--- src/rtl/cdb_arbiter.sv ---
// rtl/cdb_arbiter.sv - per-source completion buffers arbitrated onto a registered CDB
// Build option CDB_ARB_RR_EN selects round-robin grant; default is fixed priority MUL > LD > ALU.
module cdb_arbiter #(
    parameter int NUM_SRC = 3,
    parameter int DEPTH   = 2,
    parameter int XLEN    = 32,
    parameter int TAG_W   = 6,
    parameter int ROB_W   = 5,
    parameter int MASK_W  = 8
) (
    input  logic                      clock,
    input  logic                      reset,
    input  logic [NUM_SRC-1:0]        fu_valid,
    input  logic [NUM_SRC*XLEN-1:0]   fu_data,
    input  logic [NUM_SRC*TAG_W-1:0]  fu_tag,
    input  logic [NUM_SRC*ROB_W-1:0]  fu_rob_idx,
    input  logic [NUM_SRC*MASK_W-1:0] fu_mask,
    output logic [NUM_SRC-1:0]        fu_stall,
    input  logic                      squash_valid,
    input  logic [MASK_W-1:0]         squash_mask,
    input  logic                      resolve_valid,
    input  logic [MASK_W-1:0]         resolve_mask,
    output logic                      cdb_valid,
    output logic [XLEN-1:0]           cdb_data,
    output logic [TAG_W-1:0]          cdb_tag,
    output logic [ROB_W-1:0]          cdb_rob_idx,
    output logic [MASK_W-1:0]         cdb_mask,
    output logic [1:0]                cdb_src,
    output logic                      overflow
);

    localparam int CNT_W = $clog2(DEPTH + 1);

    typedef struct packed {
        logic [XLEN-1:0]   data;
        logic [TAG_W-1:0]  tag;
        logic [ROB_W-1:0]  rob;
        logic [MASK_W-1:0] mask;
    } pkt_t;

    pkt_t             buf_q [NUM_SRC][DEPTH];
    pkt_t             buf_d [NUM_SRC][DEPTH];
    logic [CNT_W-1:0] cnt_q [NUM_SRC];
    logic [CNT_W-1:0] cnt_d [NUM_SRC];
    logic [NUM_SRC-1:0] cand;
    logic [NUM_SRC-1:0] gnt;
    logic [1:0]       gnt_idx;
    logic             any_gnt;
    logic             ovf_q, ovf_d;
    pkt_t             cdb_q, cdb_d;
    logic             cdb_vq;
    logic [1:0]       cdb_src_q;
    logic [MASK_W-1:0] keep_mask;

    function automatic logic killed(input logic sv, input logic [MASK_W-1:0] sm,
                                    input logic [MASK_W-1:0] m);
        return sv && (|(m & sm));
    endfunction

    assign keep_mask = resolve_valid ? ~resolve_mask : '1;

    always_comb begin
        for (int i = 0; i < NUM_SRC; i++) begin
            cand[i]     = (cnt_q[i] != '0) && !killed(squash_valid, squash_mask, buf_q[i][0].mask);
            fu_stall[i] = (cnt_q[i] == CNT_W'(DEPTH));
        end
    end

`ifdef CDB_ARB_RR_EN
    logic [1:0] rr_q;

    // Walk offsets from far to near so the nearest candidate after the last grant wins.
    always_comb begin
        int idx;
        gnt     = '0;
        gnt_idx = '0;
        any_gnt = 1'b0;
        idx     = 0;
        for (int off = NUM_SRC; off >= 1; off--) begin
            idx = (int'(rr_q) + off) % NUM_SRC;
            for (int s = 0; s < NUM_SRC; s++) begin
                if (s == idx && cand[s]) begin
                    gnt     = '0;
                    gnt[s]  = 1'b1;
                    gnt_idx = 2'(s);
                    any_gnt = 1'b1;
                end
            end
        end
    end

    always_ff @(posedge clock or negedge reset) begin
        if (!reset)
            rr_q <= 2'(NUM_SRC - 1);
        else if (any_gnt)
            rr_q <= gnt_idx;
    end
`else
    // Highest index wins: the multiplier pipe cannot be held, so it drains first.
    always_comb begin
        gnt     = '0;
        gnt_idx = '0;
        any_gnt = 1'b0;
        for (int i = 0; i < NUM_SRC; i++) begin
            if (cand[i]) begin
                gnt     = '0;
                gnt[i]  = 1'b1;
                gnt_idx = 2'(i);
                any_gnt = 1'b1;
            end
        end
    end
`endif

    // Pop granted head, drop squashed entries, compact, then append the survivor-safe arrival.
    always_comb begin
        int   k;
        pkt_t inc;
        ovf_d = ovf_q;
        k     = 0;
        inc   = '0;
        for (int i = 0; i < NUM_SRC; i++) begin
            k        = 0;
            inc.data = fu_data[i*XLEN +: XLEN];
            inc.tag  = fu_tag[i*TAG_W +: TAG_W];
            inc.rob  = fu_rob_idx[i*ROB_W +: ROB_W];
            inc.mask = fu_mask[i*MASK_W +: MASK_W] & keep_mask;
            for (int d = 0; d < DEPTH; d++)
                buf_d[i][d] = buf_q[i][d];
            for (int j = 0; j < DEPTH; j++) begin
                if ((j < int'(cnt_q[i])) && !(j == 0 && gnt[i]) &&
                    !killed(squash_valid, squash_mask, buf_q[i][j].mask)) begin
                    for (int d = 0; d < DEPTH; d++) begin
                        if (d == k) begin
                            buf_d[i][d]      = buf_q[i][j];
                            buf_d[i][d].mask = buf_q[i][j].mask & keep_mask;
                        end
                    end
                    k = k + 1;
                end
            end
            if (fu_valid[i]) begin
                if (int'(cnt_q[i]) == DEPTH) begin
                    ovf_d = 1'b1;
                end else if (!killed(squash_valid, squash_mask, fu_mask[i*MASK_W +: MASK_W])) begin
                    for (int d = 0; d < DEPTH; d++) begin
                        if (d == k)
                            buf_d[i][d] = inc;
                    end
                    k = k + 1;
                end
            end
            cnt_d[i] = CNT_W'(k);
        end
    end

    always_comb begin
        cdb_d = '0;
        for (int i = 0; i < NUM_SRC; i++) begin
            if (gnt[i]) begin
                cdb_d      = buf_q[i][0];
                cdb_d.mask = buf_q[i][0].mask & keep_mask;
            end
        end
    end

    always_ff @(posedge clock or negedge reset) begin
        if (!reset) begin
            for (int i = 0; i < NUM_SRC; i++) begin
                cnt_q[i] <= '0;
                for (int d = 0; d < DEPTH; d++)
                    buf_q[i][d] <= '0;
            end
            ovf_q     <= 1'b0;
            cdb_vq    <= 1'b0;
            cdb_q     <= '0;
            cdb_src_q <= '0;
        end else begin
            for (int i = 0; i < NUM_SRC; i++) begin
                cnt_q[i] <= cnt_d[i];
                for (int d = 0; d < DEPTH; d++)
                    buf_q[i][d] <= buf_d[i][d];
            end
            ovf_q     <= ovf_d;
            cdb_vq    <= any_gnt;
            cdb_q     <= cdb_d;
            cdb_src_q <= gnt_idx;
        end
    end

    // A broadcast already on the bus is still withdrawn by a same-cycle squash.
    assign cdb_valid   = cdb_vq & ~(squash_valid & (|(cdb_q.mask & squash_mask)));
    assign cdb_data    = cdb_q.data;
    assign cdb_tag     = cdb_q.tag;
    assign cdb_rob_idx = cdb_q.rob;
    assign cdb_mask    = cdb_q.mask;
    assign cdb_src     = cdb_src_q;
    assign overflow    = ovf_q;

endmodule

--- config.mk ---
export PLATFORM = sky130hd
export DESIGN_NAME = cdb_arbiter
export DESIGN_NICKNAME = d
export VERILOG_FILES = /design/src/rtl/cdb_arbiter.sv
export SDC_FILE = /design/constraint.sdc
export NUM_CORES = 1
export LEC_CHECK = 0
export CORE_MARGIN = 5
export CORE_UTILIZATION = 40
export CTS_BUF_LIST = sky130_fd_sc_hd__clkbuf_4
export DETAILED_ROUTE_END_ITERATION = 10
export GPL_TIMING_DRIVEN = 0
export HOLD_SLACK_MARGIN = 0.03
export PLACE_DENSITY = 0.64
export RECOVER_POWER = 100
export SKIP_LAST_GASP = 1
export SYNTH_ARGS = -nofsm -noshare
export SYNTH_HDL_FRONTEND = slang
export SYNTH_SLANG_ARGS = --single-unit
--- constraint.sdc ---
create_clock -name clock -period 4.6 [get_ports clock]
set_input_delay 0.46 -clock clock [delete_from_list [all_inputs] [get_ports clock]]
set_output_delay 0.46 -clock clock [all_outputs]
set_load 0.02 [all_outputs]
# Yosys cells after proc, flatten, opt, wreduce, memory -nomap -nowiden
# Index checks and enable logic that the tools add are counted.
# classes
bitwise	23
n_addsub	6
magnitude_cmp	6
n_eq_ne	12
mux	60
n_reduce_logical	49
# ops
cell	n
$mux 102	12
$mux 51	12
$eq 2x32->1 const A	6
$logic_not 32->1	6
$and 8x8->8	19
$add 32x2->32 const B	3
$mux 32	3
$reduce_or 8->1	10
$mux 8	7
$mux 2	11
$logic_and 1x1->1	21
$mux 1	14
$eq 2x2->1 const B	6
$lt 1x2->1 const A	6
$logic_not 1->1	9
$not 8->8	1
$add 2x2->2 const B	3
$reduce_bool 2->1	3
$mux 3	1
$and 1x1->1	2
$not 1->1	1
# totals
inputBits	176
ff_bits	367
output_inout_bits	58

# Logic depth before layout (Yosys ltp)
# logic_depth
word_depth	19
mapped_depth	17

# Worst setup path after synthesis
# Ideal clock, no wire load.
# synth_timing
path_type	input-to-reg
from	input port squash_mask[3]
to	register buf_q[288] (netlist name)
setup_slack_ns	1.384
path_stages	15
setup_ns	0.138
t_arrival_ns	3.078
cell_sequence	buf_2 -> a22oi_1 -> a41o_1 -> a22oi_1 -> buf_2 -> buf_1 -> nor2_1 -> inv_1 -> ha_1 -> and2_1 -> nand2_1 -> nor2_1 -> buf_4 -> clkbuf_1 -> o211ai_1
# synth_rtl
element	line	text
from (decl)	20	input logic [MASK_W-1:0] squash_mask,
to (signal, indexed assignment)	182	buf_q[i][d] <= buf_d[i][d];
to (decl)	41	pkt_t buf_q [NUM_SRC][DEPTH];

==> flow_summary.json <==
{
  "status": "finished, violations left",
  "violations_in_the_final_reports": "capacitance limit, slew limit",
  "place_hpwl_um": 41000,
  "unrepaired_setup_endpoints_after_global_routing": "false",
  "final.fill_count": 3920,
  "postCtsSetupRepairBufs": 0,
  "combinationalPowerShare": 0.377,
  "final_min_period_over_clock_period": 0.974,
  "cts_max_path_buffers": 3,
  "antenna_left": 0,
  "io_buffer_count": 224,
  "worstSkewPairLatency_ns": 0.80,
  "share_clk_of_total_power": 0.212,
  "path_max_fanout": 11,
  "drv.max_cap_violation_count": 1,
  "holdPathStages": 3,
  "met2_wirelength_um": 27200,
  "setup-violations-final": 0,
  "synth_ff_type": "sky130_fd_sc_hd__dfrtp_1",
  "multi_input_area_um2": 7250,
  "worstPathCellList": "clkdlybuf4s50_1, inv_1, a41oi_1, nand2b_1, buf_2, clkbuf_1, ha_1, and3_1, buf_2, buf_2, clkbuf_1, nand2_1, o21ai_0",
  "rows": 75,
  "clock_skew_ns": 0.0558,
  "power_switching_mw": 5.30,
  "synth.distinct_cells": 53,
  "crit_path_top_delay_cell": "sky130_fd_sc_hd__clkbuf_1",
  "critical_path.most_common_cell": "sky130_fd_sc_hd__buf_2",
  "final_cell_area_um2": 21300,
  "grt_antenna_before_repair": 2,
  "setup.worst_path.class": "in -> reg",
  "vias": 14400,
  "hold_path.startpoint": "fu_data[86]",
  "timing.rr.start": "buf_q[0]",
  "ff2ff_setup_slack_ns": 0.22,
  "mapped_avg_cell_area_um2": 10.9,
  "final.setup.tns_ns": 0,
  "area.sequential_um2": 9180,
  "worst_hold_slack_ns": 0.262,
  "finalWeightedCongestion": 0.918,
  "timing_worst_slew_pin_value_ns": 2.60,
  "cts_max_level": 3,
  "highest-signal-layer": "met5",
  "synth.yosys.seq_area_share": 0.539,
  "grt-ovfl-total": 0,
  "synth-seq-cells": 367,
  "global_route_wire_length_before_repair_um": 88900,
  "category_of_the_worst_setup_path_launch_point": "input port",
  "fin_nets": 2078,
  "clkSlewWorstSetupHoldPaths_ns": 0.06,
  "grt_usage": 0.244,
  "min_to": "buf_q[92]",
  "cts_num_sinks": 367,
  "finalCriticalPeriod_ns": 4.48,
  "core_area_um2": 42000,
  "clockRootBuffer": "sky130_fd_sc_hd__clkbuf_4",
  "grt_start_max_net_pins": 104,
  "drt_iter0_markers": 1393,
  "grt_pass1_vias": 14900,
  "pint_mw": 8.54,
  "tritoncts": "built",
  "synthCells": 1560,
  "cp.required_ns": 5.30,
  "timing_hold_violations_final": 0,
  "met3_wl_post_dr_um": 4050,
  "overall_die_area_um2": 46800,
  "hold_class": "in -> reg",
  "cp_num_buf_inv": 7,
  "dr.pass1.iters": 6,
  "async_flop_share": 1.00,
  "max_clock_freq_mhz": 223,
  "die_width_um": 216,
  "routed_wire_length_per_instance_um": 23.1,
  "power_per_cell_area_nw_per_um2": 650,
  "per_cell_via_count_in_the_routed_design": 5.74,
  "slew_violations": 104,
  "drt-met1-wl_um": 24800,
  "seq_power_share": 0.411,
  "slew-limit-headroom": -0.731,
  "wirelength_um": 57900,
  "initial_utilization": 0.405,
  "power_leakage_nw": 9.31,
  "critical-path-top-delay-family": "buffers and inverters",
  "crit_path_end_kind": "flop",
  "switching_power_share_of_the_total": 0.383,
  "synthesis.area_um2": 17000,
  "worstReg2RegEnd": "buf_q[78]",
  "cpPeakStageDelay_ns": 0.69,
  "critical_path_arrival_ns": 5.18,
  "final_critical_path_setup_slack_ns": 0.119,
  "top_level_ports": 234,
  "drc": 0,
  "synth-edff-count": 0,
  "die_height_um": 216,
  "numCtsBuffers": 100,
  "finalCoreUtilization": 0.506,
  "preCtsSetupSlack_ns": -0.503,
  "worst_r2r_path_depth": 12,
  "area.growth.synth_to_final_pct": 24.9,
  "share_of_layout_cells_above_drive_strength_1": 0.170,
  "ir_worst_vdd_mv": 0.395,
  "yosys_warnings": 0,
  "post_detailed_placement_cell_area_um2": 20100
}
worst max-delay path by stage:
stage,cells after the start,start,slack [ns],to
after floorplan,15,squash_mask[3],1.38,buf_q[288]
after global placement,1,reset,-13.37,buf_q[17]
after detailed placement,15,squash_valid,-0.50,buf_q[301]
after CTS,14,cnt_q[1],0.28,buf_q[301]
after global routing,13,squash_valid,0.02,buf_q[80]
final,13,squash_valid,0.12,buf_q[78]
layout by cell type, fill, tap and decap left out, types with 43 or more instances in the layout:
| cell | count |
|---|---|
| sky130_fd_sc_hd__a21boi_0 | 44 |
| sky130_fd_sc_hd__o211ai_1 | 102 |
| sky130_fd_sc_hd__dfrtp_1 | 367 |
| sky130_fd_sc_hd__mux2i_1 | 86 |
| sky130_fd_sc_hd__a31oi_1 | 43 |
| sky130_fd_sc_hd__a221oi_1 | 51 |
| sky130_fd_sc_hd__o21ai_0 | 69 |
| sky130_fd_sc_hd__clkbuf_1 | 107 |
| sky130_fd_sc_hd__clkbuf_4 | 154 |
| sky130_fd_sc_hd__nand2_1 | 141 |
| sky130_fd_sc_hd__a21oi_1 | 45 |
| sky130_fd_sc_hd__nor2_1 | 150 |
| sky130_fd_sc_hd__dlygate4sd3_1 | 59 |
| sky130_fd_sc_hd__clkdlybuf4s50_1 | 165 |
| sky130_fd_sc_hd__mux2_2 | 129 |
synth_stat cells, drive strengths merged (9+ instances only):
cell	instances	area, um2
inv	10	37.5
clkbuf	94	353
buf	49	235
a22oi	34	255
nand2	141	529
a22o	25	219
mux2	129	1450
a21boi	44	330
dfrtp	367	9180
a221oi	51	447
o211ai	102	766
o21ai	69	345
a31oi	43	269
mux2i	86	861
nor2	151	569
a21oi	45	225
nand3	13	65.1
ha	9	113
stage by stage:
step           total power, mW  std cells
6_report                  13.8       2506
5_1_grt                   14.7       2506
4_1_cts                   14.0       2505
3_5_place_dp              11.0       2329
3_3_place_gp              10.9       2324
2_1_floorplan             8.84       1561
worst register-to-register path, delay by kind of cell, from the launching register on:
kind / cells / cell delay [ns]
AND/OR/NAND/NOR: 3 / 0.76
flip-flops: 1 / 0.38
buffers and inverters: 5 / 2.26
adder cells (fa/ha/maj): 1 / 0.41
AO/OA/AOI/OAI: 3 / 0.50
power by group through the flow:
stage | Sequential (mW) | Combinational, mW | Clock [mW]
after floorplan | 5.71 | 3.13 | 0
after global placement | 5.70 | 5.16 | 0
after detailed placement | 5.72 | 5.29 | 0
after CTS | 5.68 | 5.31 | 3.01
after global routing | 5.85 | 5.69 | 3.18
final | 5.68 | 5.22 | 2.93
state kept, by name (all words and copies together), names as in the netlist:
name         cells
cdb_src          2
cnt_q            6
overflow         1
buf_q          306
cdb_data        32
cdb_mask         8
cdb_vq           1
cdb_tag          6
cdb_rob_idx      5
layout make-up:
class                           count  share of cell area
Sequential cell                   367               0.431
Clock inverter                     23             0.00547
Buffer                            143              0.0273
Antenna cell                        1            0.000118
Inverter                           11             0.00194
Timing Repair Buffer              230               0.108
Tap cell                          539              0.0317
Multi-Input combinational cell   1040               0.340
Clock buffer                      152              0.0536
cell families after synthesis:
group,after synthesis,synth area share
AOI/OAI and AO/OA,478,0.201
DFF,367,0.539
and+or+nand+nor,332,0.0788
muxes,215,0.136
buffers and inverters,154,0.0369
adders and majority gates,9,0.00661
xor gates and xnor gates,3,0.00154
other,2,0.000441
timing repair:
item | 4_1_cts | 5_1_grt
hold buffers | 1 | 0
endpoints found under the setup margin | 0 | 1
endpoints found under the hold margin | 101 | 0
gates resized for setup | 0 | 2
layer usage:
| layer | vias to the layer above | GRT usage |
|---|---|---|
| met4 | 2 | 0.0903 |
| met2 | 599 | 0.384 |
| li1 | 6481 | - |
| met1 | 7183 | 0.330 |
| met5 | - | 0 |
| met3 | 129 | 0.0629 |
(Power assumes the default switching activity.)
